$ cat src/rtl/program_loader.sv
// rtl/program_loader.sv - UART program loader for the 128x32 instruction memory; LOADER_CHECKSUM_EN adds a trailing XOR checksum byte
module program_loader #(
  parameter int          CLKS_PER_BIT = 868,
  parameter int          ADDR_W       = 7,
  parameter logic [7:0]  SYNC_BYTE    = 8'hA5
) (
  input  logic              clk,
  input  logic              reset,
  input  logic              rx_i,
  output logic              mem_we_o,
  output logic [ADDR_W-1:0] mem_addr_o,
  output logic [31:0]       mem_wdata_o,
  output logic              cpu_reset_o,
  output logic              busy_o,
  output logic              err_o,
  output logic [ADDR_W:0]   words_o
);

  localparam int CNT_W  = $clog2(CLKS_PER_BIT);
  localparam int WCNT_W = ADDR_W + 1;
  localparam logic [CNT_W-1:0] BIT_LAST  = CNT_W'(CLKS_PER_BIT - 1);
  localparam logic [CNT_W-1:0] HALF_LAST = CNT_W'(CLKS_PER_BIT / 2 - 1);

  typedef enum logic [1:0] {RX_IDLE, RX_START, RX_DATA, RX_STOP} rx_state_t;

  rx_state_t        rx_st_q;
  logic             rx_meta_q, rx_sync_q, rx_prev_q;
  logic [CNT_W-1:0] cnt_q;
  logic [2:0]       bit_idx_q;
  logic [7:0]       shreg_q;
  logic             byte_valid, frame_err, len_ok;

  always_ff @(posedge clk) begin
    if (reset) begin
      rx_st_q   <= RX_IDLE;
      rx_meta_q <= 1'b1;
      rx_sync_q <= 1'b1;
      rx_prev_q <= 1'b1;
      cnt_q     <= '0;
      bit_idx_q <= '0;
      shreg_q   <= '0;
    end else begin
      rx_meta_q <= rx_i;
      rx_sync_q <= rx_meta_q;
      rx_prev_q <= rx_sync_q;
      case (rx_st_q)
        RX_IDLE: begin
          cnt_q     <= '0;
          bit_idx_q <= '0;
          if (!rx_sync_q && rx_prev_q) rx_st_q <= RX_START;
        end
        RX_START: begin
          // A start bit that is high again at mid-bit was a glitch.
          if (cnt_q == HALF_LAST) begin
            cnt_q   <= '0;
            rx_st_q <= rx_sync_q ? RX_IDLE : RX_DATA;
          end else begin
            cnt_q <= cnt_q + CNT_W'(1);
          end
        end
        RX_DATA: begin
          if (cnt_q == BIT_LAST) begin
            cnt_q     <= '0;
            shreg_q   <= {rx_sync_q, shreg_q[7:1]};
            bit_idx_q <= bit_idx_q + 3'd1;
            if (bit_idx_q == 3'd7) rx_st_q <= RX_STOP;
          end else begin
            cnt_q <= cnt_q + CNT_W'(1);
          end
        end
        default: begin
          if (cnt_q == BIT_LAST) rx_st_q <= RX_IDLE;
          else                   cnt_q   <= cnt_q + CNT_W'(1);
        end
      endcase
    end
  end

  assign byte_valid = (rx_st_q == RX_STOP) && (cnt_q == BIT_LAST) &&  rx_sync_q;
  assign frame_err  = (rx_st_q == RX_STOP) && (cnt_q == BIT_LAST) && !rx_sync_q;
  assign len_ok     = (shreg_q != 8'd0) && ({24'd0, shreg_q} <= (32'd1 << ADDR_W));

`ifdef LOADER_CHECKSUM_EN
  typedef enum logic [2:0] {WAIT_SYNC, GET_LEN, GET_DATA, GET_CSUM, RUN} state_t;
  logic [7:0] csum_q;
`else
  typedef enum logic [2:0] {WAIT_SYNC, GET_LEN, GET_DATA, RUN} state_t;
`endif

  state_t              state_q;
  logic [ADDR_W-1:0]   addr_q;
  logic [WCNT_W-1:0]   len_q;
  logic [WCNT_W-1:0]   words_q;
  logic [1:0]          byte_idx_q;
  logic [31:0]         word_q;
  logic                mem_we_q, cpu_reset_q, err_q;
  logic [ADDR_W-1:0]   mem_addr_q;
  logic [31:0]         mem_wdata_q;

  always_ff @(posedge clk) begin
    if (reset) begin
      state_q     <= WAIT_SYNC;
      addr_q      <= '0;
      len_q       <= '0;
      words_q     <= '0;
      byte_idx_q  <= '0;
      word_q      <= '0;
      mem_we_q    <= 1'b0;
      mem_addr_q  <= '0;
      mem_wdata_q <= '0;
      cpu_reset_q <= 1'b1;
      err_q       <= 1'b0;
`ifdef LOADER_CHECKSUM_EN
      csum_q      <= '0;
`endif
    end else begin
      mem_we_q <= 1'b0;
      if (frame_err) begin
        err_q       <= 1'b1;
        cpu_reset_q <= 1'b1;
        state_q     <= WAIT_SYNC;
      end else begin
        case (state_q)
          WAIT_SYNC: if (byte_valid && shreg_q == SYNC_BYTE) state_q <= GET_LEN;
          GET_LEN: if (byte_valid) begin
            if (!len_ok) begin
              err_q   <= 1'b1;
              state_q <= WAIT_SYNC;
            end else begin
              len_q       <= WCNT_W'(shreg_q);
              words_q     <= '0;
              addr_q      <= '0;
              byte_idx_q  <= '0;
              cpu_reset_q <= 1'b1;
`ifdef LOADER_CHECKSUM_EN
              csum_q      <= '0;
`endif
              state_q     <= GET_DATA;
            end
          end
          GET_DATA: begin
            // Address and word count advance on the write cycle itself.
            if (mem_we_q) begin
              addr_q  <= addr_q + ADDR_W'(1);
              words_q <= words_q + WCNT_W'(1);
              if (words_q + WCNT_W'(1) == len_q) begin
`ifdef LOADER_CHECKSUM_EN
                state_q     <= GET_CSUM;
`else
                state_q     <= RUN;
                cpu_reset_q <= 1'b0;
`endif
              end
            end else if (byte_valid) begin
              word_q     <= {shreg_q, word_q[31:8]};
              byte_idx_q <= byte_idx_q + 2'd1;
`ifdef LOADER_CHECKSUM_EN
              csum_q     <= csum_q ^ shreg_q;
`endif
              if (byte_idx_q == 2'd3) begin
                mem_we_q    <= 1'b1;
                mem_addr_q  <= addr_q;
                mem_wdata_q <= {shreg_q, word_q[31:8]};
              end
            end
          end
`ifdef LOADER_CHECKSUM_EN
          GET_CSUM: if (byte_valid) begin
            if (shreg_q == csum_q) begin
              state_q     <= RUN;
              cpu_reset_q <= 1'b0;
            end else begin
              err_q   <= 1'b1;
              state_q <= WAIT_SYNC;
            end
          end
`endif
          RUN: if (byte_valid && shreg_q == SYNC_BYTE) begin
            cpu_reset_q <= 1'b1;
            state_q     <= GET_LEN;
          end
          default: state_q <= WAIT_SYNC;
        endcase
      end
    end
  end

  assign mem_we_o    = mem_we_q;
  assign mem_addr_o  = mem_addr_q;
  assign mem_wdata_o = mem_wdata_q;
  assign cpu_reset_o = cpu_reset_q;
  assign err_o       = err_q;
  assign words_o     = words_q;
  assign busy_o      = (state_q != WAIT_SYNC) && (state_q != RUN);

endmodule

$ cat config.mk
export PLATFORM = sky130hd
export DESIGN_NAME = program_loader
export DESIGN_NICKNAME = d
export VERILOG_FILES = /design/src/rtl/program_loader.sv
export SDC_FILE = /design/constraint.sdc
export NUM_CORES = 1
export LEC_CHECK = 0
export CAP_MARGIN = 20
export CORE_MARGIN = 2
export CORE_UTILIZATION = 40
export CTS_CLUSTER_DIAMETER = 200
export DETAILED_ROUTE_END_ITERATION = 16
export PLACE_DENSITY = 0.66
export SLEW_MARGIN = 20
export SYNTH_ARGS = -nofsm -noshare
export SYNTH_HDL_FRONTEND = slang
export SYNTH_SLANG_ARGS = --single-unit
$ cat constraint.sdc
create_clock -name clk -period 7.04 [get_ports clk]
set_clock_uncertainty 0.1 [all_clocks]
set_input_delay 1.408 -clock clk [delete_from_list [all_inputs] [get_ports clk]]
set_output_delay 1.408 -clock clk [all_outputs]
set_load 0.03 [all_outputs]
Yosys cells after proc, flatten, opt, wreduce, memory -nomap -nowiden
Index checks and enable logic that the tools add are counted.

operators by class
  eq/ne operators = 27
  magnitude comparators = 1
  mux-type cells = 43
  bitwise logic cells = 4
  reductions and logical operators = 32
  add/sub/neg operators = 5

operator list
  operator               count
  $mux 10                3
  $pmux 10 s3            1
  $mux 8                 3
  $ne 2x2->1 const B     12
  $mux 2                 11
  $mux 7                 3
  $pmux 8 s2             1
  $mux 3                 5
  $reduce_and 5->1       3
  $pmux 7 s2             1
  $reduce_and 4->1       3
  $reduce_and 6->1       2
  $add 10x1->10 const B  1
  $eq 10x10->1 const B   1
  $eq 10x9->1 const B    1
  $mux 1                 10
  $pmux 3 s3             1
  $reduce_bool 3->1      3
  $add 8x1->8 const B    1
  $eq 8x8->1             1
  $eq 8x8->1 const B     1
  $le 8x8->1 const B     1
  $reduce_bool 2->1      4
  $reduce_bool 8->1      1
  other kinds (24)       38

storage, ports and cells
  word-level logic and storage cells = 130
  flip-flop bits (word level) = 128

Depth between registers and ports, before layout
Gate-level depths: netlist (run 1).

  word-level depth = 6
  depth in mapped cells = 10
  depth with buffers taken out = 8

Worst setup path before layout (run 1)
Ideal clock, no wire load.

  path kind = reg-to-output
  from = register state_q[0]
  to = output port busy_o
  required time = 5532 ps
  path slack = 4611 ps
  buffers on the path = 0
  arrival time = 921 ps
  stages on the path, launching flop included = 3
  path through = dfxtp_1 > inv_1 > ha_1

between the ends
  cells in the longest elaborated chain, start to end = 2

RTL lines
  element                                                 RTL line  text
  start, declared                                         90        state_t state_q;
  start signal, assigned                                  102       state_q <= WAIT_SYNC;
  start signal, assigned                                  121       state_q <= WAIT_SYNC;
  start signal, assigned                                  124       WAIT_SYNC: if (byte_valid && shreg_q == SYNC_BYTE) state_q <= GET_LEN;
  $ne 3x2->1 / $reduce_bool 3->1 (equally long branches)  194       assign busy_o = (state_q != WAIT_SYNC) && (state_q != RUN);
  $logic_and 1x1->1 *                                     194
  end, declared                                           14        output logic busy_o,

Every way passes the cells marked *; elsewhere a longest branch is shown, timed or not.

Worst setup path after layout (run 1)
Ends and elaborated chain as after synthesis.

==> flow_summary.ini, run 1 <==
[status]
status = finished, final reports clean

[drt]
drc = 0
vias = 4447
drt_first_pass_iters = 5
final_antenna_net_count = 0
drt_iter0_markers = 308
routed_wl_mm = 12.13
routedWlPerCell_um = 14.29
vias_per_cell = 5.238

[timing]
fmax_mhz = 286.1
final.setup.tns_ns = 0
relSlewSlack_pct = 46.23
fin_crit_ns = 3.495
period_share_pct = 49.65
tightest_slew_ns = 0.8065
finalSetupViolCount = 0
drv_slew = 0
hold_viol_final = 0
rsz0062_at_grt = no

[power]
p_sw_mw = 0.4715
clock_power_share_pct = 46.5
peakVddDrop_v = 0.0001419
p_per_area_nw_per_um2 = 271.6
pwr-share-comb_pct = 13.2
internal_power_mw = 1.253
p_sw_share_pct = 27.34
p_leak_nw = 2.231
seq_power_share_pct = 40.4

[clock_network]
cts.sinks = 119
cts-hold-fix-buffers = 0
numCtsBuffers = 17
cts-root-buf = clkbuf_16
clkLatencyLatePin_ns = 0.42
htreeDepth = 4
clk_pin_slew_ns = 0.05
post_cts_resized = 0
postCtsSetupBuffers = 0
tritoncts = yes
cts_buffer_depth = 2

[logic_synthesis]
synth_top_family_by_area = simple AND/OR/NAND/NOR gates
synth_fa_ha_area_share_pct = 4.052
synth_edf_count = 0
synth.distinct_cells = 65
syn_area_per_cell_um2 = 8.371
synth_compound_area_share_pct = 14.78
ys_ff_latch = 119
async_flop_share_pct = 0
synth_ff_type = dfxtp_1
synth_mux_area_share_pct = 2.098
synthesis.area_um2 = 5249
ys_seq_area_share_pct = 45.39
synth_nets = 647
yosys_warnings = 0
synth_xor_area_share_pct = 3.170
synthSimpleGateAreaFrac_pct = 24.91
synthCells = 627

[worst_hold_path]
hp-class = register to register
min_from = rx_meta_q

[global_routing]
antenna_found_initial = 0
grt_max_degree = 115
grt_pass1_vias = 4135
grt.overflow.total = 0
grt_pass1_wl_mm = 20.21
grt.total_usage_pct = 17.69

[setup_path]
crit_fanout = 5
crit_required_ns = 5.53
critPathLaunch = state_q[0]
critPathKind = register to primary output
arrival_ns = 1.99
critPathCaptureType = primary output
cp-start-kind = register
reg2reg_from = state_q[0]

[floorplan]
core_um2 = 12720
row_count = 41
die_y_um = 118.6
dieWidth_um = 118.6
ios = 54
initial_core_util_pct = 41.26
die_area_um2 = 14050

[job]
maxCapViolCount = 0

[finish]
antenna_cells = 0
drive_gt1_share_pct = 7.681
areaGrowthSynthToFinish_pct = 21.00
final_nets = 684
final_cells = 849

[placement]
dpl.hpwl_mm = 7.947
gp_congestion = 0.9110
place_inst = 816
numPortBuffers = 53
## per-stage QoR
step                util (%)  cell area, um^2  power [mW]  hold WS, ns  setup slack (ns)
detailed placement     45.38             5773      0.9338       0.3002             3.985
floorplan                  -             5249      0.8973       0.2895             4.611
global placement       45.38             5773      0.9263       0.2958             4.052
CTS                    49.71             6324       1.737       0.3123             3.535
global route           49.92             6351       1.795       0.3298             3.447
finish                 49.92             6351       1.725       0.3086             3.545
## registers in the layout, summed over array words and instances, names as in the netlist
signal	count
mem_wdata_o	32
word_q	24
cnt_q	10
len_q	8
shreg_q	8
words_o	8
addr_q	7
mem_addr_o	7
bit_idx_q	3
byte_idx_q	2
rx_st_q	2
state_q	2
cpu_reset_o	1
err_o	1
mem_we_o	1
rx_meta_q	1
rx_prev_q	1
rx_sync_q	1
## cell type report
class	count	area, um^2
clock buffers	20	446.7
clock inverters	12	103.9
fillers	1215	6371
inverters	14	52.55
multi-input cells	455	2572
flip-flops and latches	119	2382
well taps	172	215.2
repair buffers	57	578.1
## logic make-up after synthesis
| family | Yosys count |
|---|---|
| buf+inv | 53 |
| compound gates | 132 |
| simple gates | 276 |
| flops | 119 |
| xor+xnor | 19 |
| mux | 11 |
| fa+ha+maj | 17 |
## synth_stat cells (2+ instances only)
library cell	instances	area, um^2
or2_2	3	18.77
xor2_1	11	96.34
a32oi_1	2	17.52
nor3b_2	2	25.02
a21oi_1	93	465.5
nor2_1	37	138.9
dfxtp_1	119	2382
inv_1	14	52.55
o31ai_1	5	37.54
buf_2	2	10.01
or4_1	6	45.04
o21ai_1	2	10.01
nand2_1	146	548.0
o21ai_0	8	40.04
nand3b_1	3	22.52
a21o_1	2	15.01
a31oi_1	3	18.77
ha_1	17	212.7
clkbuf_8	5	68.82
clkbuf_1	27	101.4
nand2b_1	4	25.02
or3_1	7	43.79
a22oi_1	3	22.52
buf_6	2	22.52
nor2b_1	3	18.77
nand4b_1	2	17.52
nand3_1	22	110.1
and2_1	6	37.54
xnor2_1	8	70.07
nor3_1	5	25.02
and3_1	5	31.28
mux2i_1	11	110.1
nand4_1	10	62.56
## final timing paths
kind / slack (ns) / depth (start not counted) / endpoint
setup / recovery: 3.54 / 3 / busy_o
hold / removal: 0.31 / 1 / rx_sync_q
setup reg to reg: 4.16 / 9 / mem_wdata_o[23]
hold reg to reg: 0.31 / 1 / rx_sync_q
## critical path, cell delays in order, from the launching register on
cell and delay (ns):
dfxtp_1 0.41, inv_1 0.10, ha_1 0.38, clkdlybuf4s50_1 0.69
## layout by cell type, fill, tap and decap left out, types with 6 or more instances in the layout
cell	Yosys	layout
ha_1	17	17
inv_1	14	14
nand2_1	146	146
mux2i_1	11	11
or3_1	7	7
xnor2_1	8	8
o21ai_0	8	8
a21oi_1	93	93
or4_1	6	6
nor2_1	37	37
xor2_1	11	11
clkdlybuf4s50_1	0	52
dfxtp_1	119	119
nand4_1	10	10
clkbuf_16	0	17
nand3_1	22	22
and2_1	6	6
## routing by layer
layer	track usage (%)	routed length (um)	part of all wire, %	vias to the layer above
li1	-	-	-	2223
met1	22.86	5548	46	2086
met2	27.62	5718	47	118
met3	4.681	619	5.1	20
met4	7.961	241	2.0	0
met5	0	0	0	-
## power groups by stage
stage / clock [mW] / combinational (mW) / sequential, mW
after global placement: 0 / 0.218 / 0.708
after CTS: 0.817 / 0.224 / 0.696
after detailed placement: 0 / 0.224 / 0.710
after global routing: 0.846 / 0.251 / 0.697
after floorplan: 0 / 0.190 / 0.707
final: 0.801 / 0.227 / 0.696
Power figures use the tool's default switching activity.
==> run 2, diff against run 1 <==
--- a/config.mk
+++ b/config.mk
@@ -10,7 +10,7 @@
 export CORE_UTILIZATION = 40
 export CTS_CLUSTER_DIAMETER = 200
 export DETAILED_ROUTE_END_ITERATION = 16
-export PLACE_DENSITY = 0.66
+export PLACE_DENSITY = 0.68
 export SLEW_MARGIN = 20
 export SYNTH_ARGS = -nofsm -noshare
 export SYNTH_HDL_FRONTEND = slang
==> constraint.sdc (replaced) <==
create_clock -name clk -period 2.8 [get_ports clk]
set_clock_uncertainty 0.1 [all_clocks]
set_input_delay 0.56 -clock clk [delete_from_list [all_inputs] [get_ports clk]]
set_output_delay 0.56 -clock clk [all_outputs]
set_load 0.03 [all_outputs]
==> run 2 against run 1 <==
Effect of this change: die area unchanged; flip-flop and latch count unchanged; clock power increased to 2.6 times the previous value; non-clock buffer count increased by 11; global-route usage increased by 0.58 points; combinational power increased to 2.7 times the previous value; worst setup slack got worse by 3.4 ns; core utilization increased by 0.94 points; critical path type unchanged; largest cell class unchanged; largest power group unchanged; highest routed layer unchanged.
==> flow_summary.ini, run 2 (synthesis results as in run 1) <==
[status]
status = finished, final reports clean

[global_routing]
grt.overflow.total = 0
grt_pass1_wl_mm = 21.13
grt_pass1_vias = 4313
grt.total_usage_pct = 18.27
antenna_found_initial = 0
grt_max_degree = 43

[drt]
final_antenna_net_count = 0
vias_per_cell = 5.210
vias = 4481
routed_wl_mm = 12.54
drt_iter0_markers = 333
routedWlPerCell_um = 14.58
drt_first_pass_iters = 5
drc = 0

[setup_path]
crit_required_ns = 2.14
cp-start-kind = register
reg2reg_setup_slack_ns = 0.18
r2r_end = addr_q[4]
critPathBufInv = 2
worstPathCellList = inv_1, ha_1, clkdlybuf4s50_1
critPathKind = register to primary output
arrival_ns = 1.98
critical_path.top_delay_family = buffers and inverters
slowest_stage = clkdlybuf4s50_1
r2r.worst_path.cells = 6
critPathLaunch = state_q[0]
endpoint = busy_o
path_depth = 3
critPathCaptureType = primary output
crit_fanout = 5
timing.critical_path.slowest_cell_delay_ns = 0.70
reg2reg_from = shreg_q[1]

[placement]
place_inst = 828
dpl.hpwl_mm = 8.475
numPortBuffers = 53
gp_congestion = 0.8660

[worst_hold_path]
hp-class = register to register
min_from = rx_meta_q

[finish]
layout_common_cells = 145 x nand2_1, 119 x dfxtp_1, 93 x a21oi_1, 52 x clkdlybuf4s50_1, 37 x nor2_1
layout_commonest_cell = nand2_1
antenna_cells = 0
areaGrowthSynthToFinish_pct = 23.29
drive_gt1_share_pct = 9.302
largest_reg_flops = 32
final_nets = 695
final_cells = 860

[timing]
fmax_mhz = 378.4
final.setup.tns_ns = 0
holdWs_ns = 0.3118
tightest_slew_ns = 0.5420
fin_crit_ns = 2.642
hold_viol_final = 0
relSlewSlack_pct = 63.87
rsz0062_at_grt = no
finalSetupViolCount = 0
drv_slew = 0
period_share_pct = 94.37

[power]
p_per_area_nw_per_um2 = 684.7
peakVddDrop_v = 0.0004281
p_leak_nw = 2.296

[clock_network]
clkLatencyLatePin_ns = 0.41
tritoncts = yes
clk_pin_slew_ns = 0.05
cts_buffer_depth = 2
numCtsBuffers = 17
htreeDepth = 4
cts.sinks = 119
cts-root-buf = clkbuf_16
cts-hold-fix-buffers = 0

[job]
maxCapViolCount = 0

[floorplan]
initial_core_util_pct = 41.26
row_count = 41
die_y_um = 118.6
ios = 54
core_um2 = 12720
die_area_um2 = 14050
dieWidth_um = 118.6
## run 2: cell count changes in the layout (fill, tap and decap cells not counted)
cell | previous run | this run
clkbuf_8 | 1 | 4
clkinv_2 | 5 | 1
buf_12 | 0 | 2
nand2_1 | 146 | 145
buf_16 | 1 | 0
nand2_2 | 0 | 1
clkinv_4 | 2 | 3
buf_4 | 4 | 14
## run 2: repair_timing
item / 4_1_cts / 5_1_grt
setup endpoints to repair: 0 / 9
buffers inserted: 0 / 0
gates resized for setup: 0 / 1
## run 2: worst min-delay path by stage
stage          cells past startpoint        end
3_3_place_gp                       1  rx_sync_q
5_1_grt                            1  rx_sync_q
4_1_cts                            1  rx_sync_q
3_5_place_dp                       1  rx_sync_q
2_1_floorplan                      1  rx_sync_q
6_report                           1  rx_sync_q
## run 2: routing by layer
metal / vias up / track usage [%] / share of wire, %
met5: - / 0 / 0
met4: 0 / 5.878 / 1.0
met3: 6 / 4.923 / 4.1
met2: 94 / 29.35 / 47
met1: 2131 / 23.81 / 47
li1: 2250 / - / -
## run 2: metrics by stage
step / utilization (%) / worst slack [ns] / total power, mW / area [um^2]
detailed placement: 46.28 / 0.2298 / 2.373 / 5888
floorplan: - / 0.3771 / 2.256 / 5249
global route: 50.87 / 0.03900 / 4.620 / 6471
global placement: 46.28 / 0.3233 / 2.350 / 5888
finish: 50.87 / 0.1576 / 4.431 / 6471
CTS: 50.85 / 0.1160 / 4.456 / 6469
## run 2: layout make-up
class                   count  area (um^2)
fillers                  1245         6251
multi-input cells         455         2575
flip-flops and latches    119         2382
repair buffers             68        665.6
clock buffers              23        488.0
well taps                 172        215.2
clock inverters             9        92.59
inverters                  14        52.55
## run 2: power by group
part           switching (mW)  leakage [nW]  internal (mW)
Combinational           0.396          1.06          0.207
Clock                   0.763         0.276           1.32
Sequential             0.0275         0.959           1.72
Total                    1.19          2.30           3.24
==> RTL edit 1, RTL diff (config.mk and constraints of run 1) <==
The parameter `CLKS_PER_BIT` goes from 868 to 3472.
--- a/src/rtl/program_loader.sv
+++ b/src/rtl/program_loader.sv
@@ -2,3 +2,3 @@
 module program_loader #(
-  parameter int          CLKS_PER_BIT = 868,
+  parameter int          CLKS_PER_BIT = 3472,
   parameter int          ADDR_W       = 7,
Function: same outputs for any inputs over 10 cycles, from zero or initial values and one cycle with reset high; that may be too few to reach the edited logic, so the function may still have changed.
==> RTL edit 1 against run 1 <==
  * Area after synthesis fell by 0.26%
  * Wire length rose by 1.5%
  * Critical path type is now reg2reg
  * Global-route usage rose by 0.46 points
  * Sequential cell count rose by 2
  * Hold slack improved by 3.9 ps
  * Worst setup slack got worse by 65 ps
  * Sequential share of layout area rose by 0.28 points
  * First-iteration DRC count rose by 9.4%
  * Cell area rose by 0.93%
Power is not compared: it rests on default switching activity, and its combinational part moved more than twofold at a synthesized area within 25%.
==> RTL edit 1: results (changes against run 1) <==
<table>
<tr><th>Metric</th><th>Value</th></tr>
<tr><th colspan="2">Outcome</th></tr>
<tr><td>Run status</td><td>complete, no violations</td></tr>
<tr><th colspan="2">Layout</th></tr>
<tr><td>Number of cells in the finished layout apart from fillers</td><td>871 (+2.6%)</td></tr>
<tr><td>Total Nets Final</td><td>705 (+3.1%)</td></tr>
<tr><td>Number of inserted filler cells in the final layout</td><td>1246 (+2.6%)</td></tr>
<tr><th colspan="2">Critical path</th></tr>
<tr><td>Crit path max fanout</td><td>26 (+21)</td></tr>
<tr><td>Library cell contributing the largest single delay on the critical path</td><td>and2_1</td></tr>
<tr><td>Longest individual stage delay on the worst path</td><td>770 ps (+80 ps)</td></tr>
<tr><td>Critical Path AT</td><td>3710 ps (+1720 ps)</td></tr>
<tr><th colspan="2">Placed design</th></tr>
<tr><td>Final Wtd Congestion</td><td>0.861 (-5.5%)</td></tr>
<tr><td>HPWL Detailed</td><td>8.34 mm (+5.0%)</td></tr>
<tr><td>Post-place instance area</td><td>0.00585 mm2 (+1.4%)</td></tr>
<tr><td>Number of placed instances with taps included</td><td>839 (+2.8%)</td></tr>
<tr><th colspan="2">Yosys</th></tr>
<tr><td>Share of synthesized cell area in full adder, half adder and majority cells</td><td>0.0382 (-0.00228)</td></tr>
<tr><td>Top cells by count, synth</td><td>160 x nand2_1, 121 x dfxtp_1, 96 x a21oi_1</td></tr>
<tr><td>Sequential-to-total area share from yosys stat</td><td>0.463 (+0.00884)</td></tr>
<tr><td>Share of synthesized flip-flops with an asynchronous set or reset</td><td>0 (unchanged)</td></tr>
<tr><td>Compound-Gate Fraction of Synth Area</td><td>0.154 (+0.00660)</td></tr>
<tr><td>Post-synthesis cell type count</td><td>59 (-9.2%)</td></tr>
<tr><td>Share of the synthesized netlist area taken by xor and xnor gates</td><td>0.0251 (-0.00661)</td></tr>
<tr><td>Average instance area after synthesis</td><td>8.12 um2 (-3.0%)</td></tr>
<tr><td>Synth top area cells</td><td>dfxtp_1 46%, nand2_1 11%, a21oi_1 9.2%, ha_1 3.8%, nor2_1 2.7%</td></tr>
<tr><td>Synthesized net count</td><td>664 (+2.6%)</td></tr>
<tr><td>Proportion of synthesized area in mux cells</td><td>0.0220 (+0.00101)</td></tr>
<tr><th colspan="2">Route</th></tr>
<tr><td>Total detailed-routing wirelength</td><td>12.3 mm (+1.5%)</td></tr>
<tr><td>Number of DRC violations after detailed-routing iteration 0</td><td>337 (+9.4%)</td></tr>
<tr><th colspan="2">Global route</th></tr>
<tr><td>Pin count of the biggest net entering global routing</td><td>106 (-7.8%)</td></tr>
<tr><td>Wire length of the first global-routing pass</td><td>20.8 mm (+3.0%)</td></tr>
<tr><th colspan="2">STA</th></tr>
<tr><td>Transition time of the tightest slew-check pin</td><td>1040 ps (+233 ps)</td></tr>
</table>
## RTL edit 1: worst paths after layout
kind | start | to | slack (ps) | cells after the start
worst max-delay path | state_q[0] | mem_wdata_o[23] | 3480 | 9
worst min-delay path | rx_meta_q | rx_sync_q | 310 | 1
worst max register to register | state_q[0] | mem_wdata_o[23] | 3480 | 9
worst min register to register | rx_meta_q | rx_sync_q | 310 | 1
## RTL edit 1: final cells by class
class / instances / area, um2 / area share
inverter: 19 / 71.3 / 0.0111
clock inverter: 12 / 101 / 0.0158
clock buffer: 20 / 457 / 0.0712
multi-input combinational: 471 / 2590 / 0.404
tap: 172 / 215 / 0.0336
timing repair buffer: 56 / 551 / 0.0859
sequential: 121 / 2420 / 0.378
## RTL edit 1: layer usage
layer  track usage  vias up  share of wire
li1              -     2303              -
met1         0.222     2188           0.46
met2         0.301      104           0.47
met3        0.0521       28          0.049
met4        0.0722        0          0.021
met5             0        -              0
==> RTL edit 2, RTL diff (flow settings as in run 1) <==
Without the edit above. Re-encode `rx_state_t` (4 states) as one-hot, 4 bits wide.
--- a/src/rtl/program_loader.sv
+++ b/src/rtl/program_loader.sv
@@ -23,3 +23,3 @@
 
-  typedef enum logic [1:0] {RX_IDLE, RX_START, RX_DATA, RX_STOP} rx_state_t;
+  typedef enum logic [3:0] {RX_IDLE = 4'b0001, RX_START = 4'b0010, RX_DATA = 4'b0100, RX_STOP = 4'b1000} rx_state_t;
 
Behaviour: no difference found for any inputs over 10 cycles, from zero or initial values and one cycle with reset high; not proved beyond that.
==> RTL edit 2 against run 1 <==
  * Critical path depth is the same
  * Fmax shrank 1.9%
  * Global-route usage grew 0.30 points
  * Hold slack gained 2.3 ps
  * Die area shrank 1.5%
  * Cell area grew 0.69%
  * Worst setup slack lost 67 ps
  * Total power is essentially flat
  * Combinational power shrank 41%
  * Clock power grew 12%
  * Final cell count grew 1.9%
  * Area after synthesis shrank 1.5%
  * Wire length grew 0.35%
  * Sequential cell count grew 2
  * Critical path type unchanged
  * Largest cell class unchanged
==> RTL edit 2: results (changes against run 1) <==
<table>
<tr><th>Metric</th><th>Value</th></tr>
<tr><th colspan="2">Critical path</th></tr>
<tr><td>Capture point of the worst reg-to-reg path</td><td>mem_wdata_o[26]</td></tr>
<tr><td>Reg-to-reg setup timing slack</td><td>3560 ps (-600 ps)</td></tr>
<tr><td>Beginning of the worst register-to-register path</td><td>cnt_q[0]</td></tr>
<tr><td>Worst r2r path cells</td><td>8 (-1)</td></tr>
<tr><td>Crit path max fanout</td><td>7 (+2)</td></tr>
<tr><th colspan="2">Yosys</th></tr>
<tr><td>Post-synthesis cell type count</td><td>56 (-14%)</td></tr>
<tr><td>Top cells by count, synth</td><td>180 x nand2_1, 121 x dfxtp_1, 100 x a21oi_1</td></tr>
<tr><td>Average instance area after synthesis</td><td>8.04 um2 (-4.0%)</td></tr>
<tr><td>Sequential-to-total area share from yosys stat</td><td>0.469 (+0.0147)</td></tr>
<tr><td>Synthesized net count</td><td>658 (+1.7%)</td></tr>
<tr><td>Synth top area cells</td><td>dfxtp_1 47%, nand2_1 13%, a21oi_1 9.7%, ha_1 2.9%, clkbuf_1 2.2%</td></tr>
<tr><th colspan="2">Layout</th></tr>
<tr><td>Fraction of layout cells with a size suffix above 1</td><td>0.0722 (-0.00466)</td></tr>
<tr><td>Number of inserted filler cells in the final layout</td><td>1236 (+1.7%)</td></tr>
<tr><td>Total Nets Final</td><td>695 (+1.6%)</td></tr>
<tr><th colspan="2">STA</th></tr>
<tr><td>Transition time of the tightest slew-check pin</td><td>950 ps (+143 ps)</td></tr>
<tr><th colspan="2">Placed design</th></tr>
<tr><td>HPWL Detailed</td><td>8.00 mm (+0.71%)</td></tr>
<tr><td>Final Wtd Congestion</td><td>0.877 (-3.8%)</td></tr>
<tr><th colspan="2">Pwr</th></tr>
<tr><td>Largest vdd supply drop</td><td>0.151 mV (+6.5%)</td></tr>
<tr><td>LEAKAGE</td><td>2.10 nW (-5.8%)</td></tr>
<tr><th colspan="2">Global route</th></tr>
<tr><td>GR Layer Usage met1</td><td>0.224 (-0.00468)</td></tr>
<tr><td>M3 GR Usage</td><td>0.0475 (+0.000666)</td></tr>
<tr><td>Via count of the first global-routing pass</td><td>4314 (+4.3%)</td></tr>
<tr><td>Pin count of the biggest net entering global routing</td><td>74 (-36%)</td></tr>
<tr><td>Wire length of the first global-routing pass</td><td>20.4 mm (+1.1%)</td></tr>
<tr><td>Met2 GRT Util</td><td>0.298 (+0.0214)</td></tr>
<tr><th colspan="2">Outcome</th></tr>
<tr><td>Run status</td><td>complete, no violations</td></tr>
<tr><th colspan="2">Route</th></tr>
<tr><td>Number of DRC violations after detailed-routing iteration 0</td><td>366 (+19%)</td></tr>
<tr><td>Total detailed-routing wirelength</td><td>12.2 mm (+0.35%)</td></tr>
</table>
## RTL edit 2: changes by cell type after synthesis, moves of 5 or more
cell	before	now
clkbuf_8	5	0
nor2_1	37	25
buf_2	2	7
nand3_1	22	17
mux2i_1	11	1
ha_1	17	12
nand2_1	146	180
o21ai_0	8	14
a21oi_1	93	100
## RTL edit 2: worst max-delay path by stage
| stage | from | endpoint | slack [ps] | cells past startpoint |
|---|---|---|---|---|
| 5_1_grt | cnt_q[0] | mem_wdata_o[2] | 3160 | 8 |
| 2_1_floorplan | words_o[2] | state_q[0] | 4570 | 7 |
| 4_1_cts | state_q[0] | busy_o | 3470 | 3 |
| 3_3_place_gp | cnt_q[0] | mem_wdata_o[30] | 3690 | 8 |
| 3_5_place_dp | cnt_q[0] | mem_wdata_o[26] | 3570 | 8 |
| 6_report | state_q[0] | busy_o | 3480 | 3 |
## RTL edit 2: metal layers
metal,vias to the layer above,share of wire
met5,-,0
met4,0,0.011
met3,11,0.037
met2,97,0.49
met1,2140,0.46
li1,2288,-
## RTL edit 2: worst max-delay path: cells and delay by family, from the launching register on
family                   cells  cell delay [ps]
adder cells (fa/ha/maj)      1              430
buffers and inverters        2              820
flip-flops                   1              390
## RTL edit 2: cells by family after synthesis
logic type               synth area share
adder cells (fa/ha/maj)            0.0290
multiplexers                      0.00194
XOR/XNOR                           0.0322
AND/OR/NAND/NOR                     0.265
flip-flops                          0.469
buffers and inverters              0.0387
AO/OA/AOI/OAI                       0.165
## RTL edit 2: layout make-up
class,instances,share of cell area
Timing Repair Buffer,56,0.0861
Sequential cell,121,0.379
Inverter,11,0.00646
Clock buffer,19,0.0693
Tap cell,172,0.0337
Multi-Input combinational cell,473,0.399
Clock inverter,13,0.0266
## RTL edit 2: power by group through the flow
stage                     logic (mW)  registers, mW  clock network (mW)
after CTS                      0.130          0.697               0.910
after global placement         0.128          0.712                   0
after floorplan               0.0981          0.712                   0
after detailed placement       0.129          0.712                   0
final                          0.133          0.698               0.896
after global routing           0.146          0.698               0.940
## RTL edit 2: metrics by stage
step / power (mW) / setup WS (ps) / util / hold WS (ps) / area, um2
floorplan: 0.810 / 4570 / - / 289 / 5170
global placement: 0.840 / 3690 / 0.458 / 298 / 5780
detailed placement: 0.842 / 3570 / 0.458 / 303 / 5780
CTS: 1.74 / 3470 / 0.506 / 317 / 6390
global route: 1.78 / 3160 / 0.507 / 340 / 6390
finish: 1.73 / 3480 / 0.507 / 311 / 6390
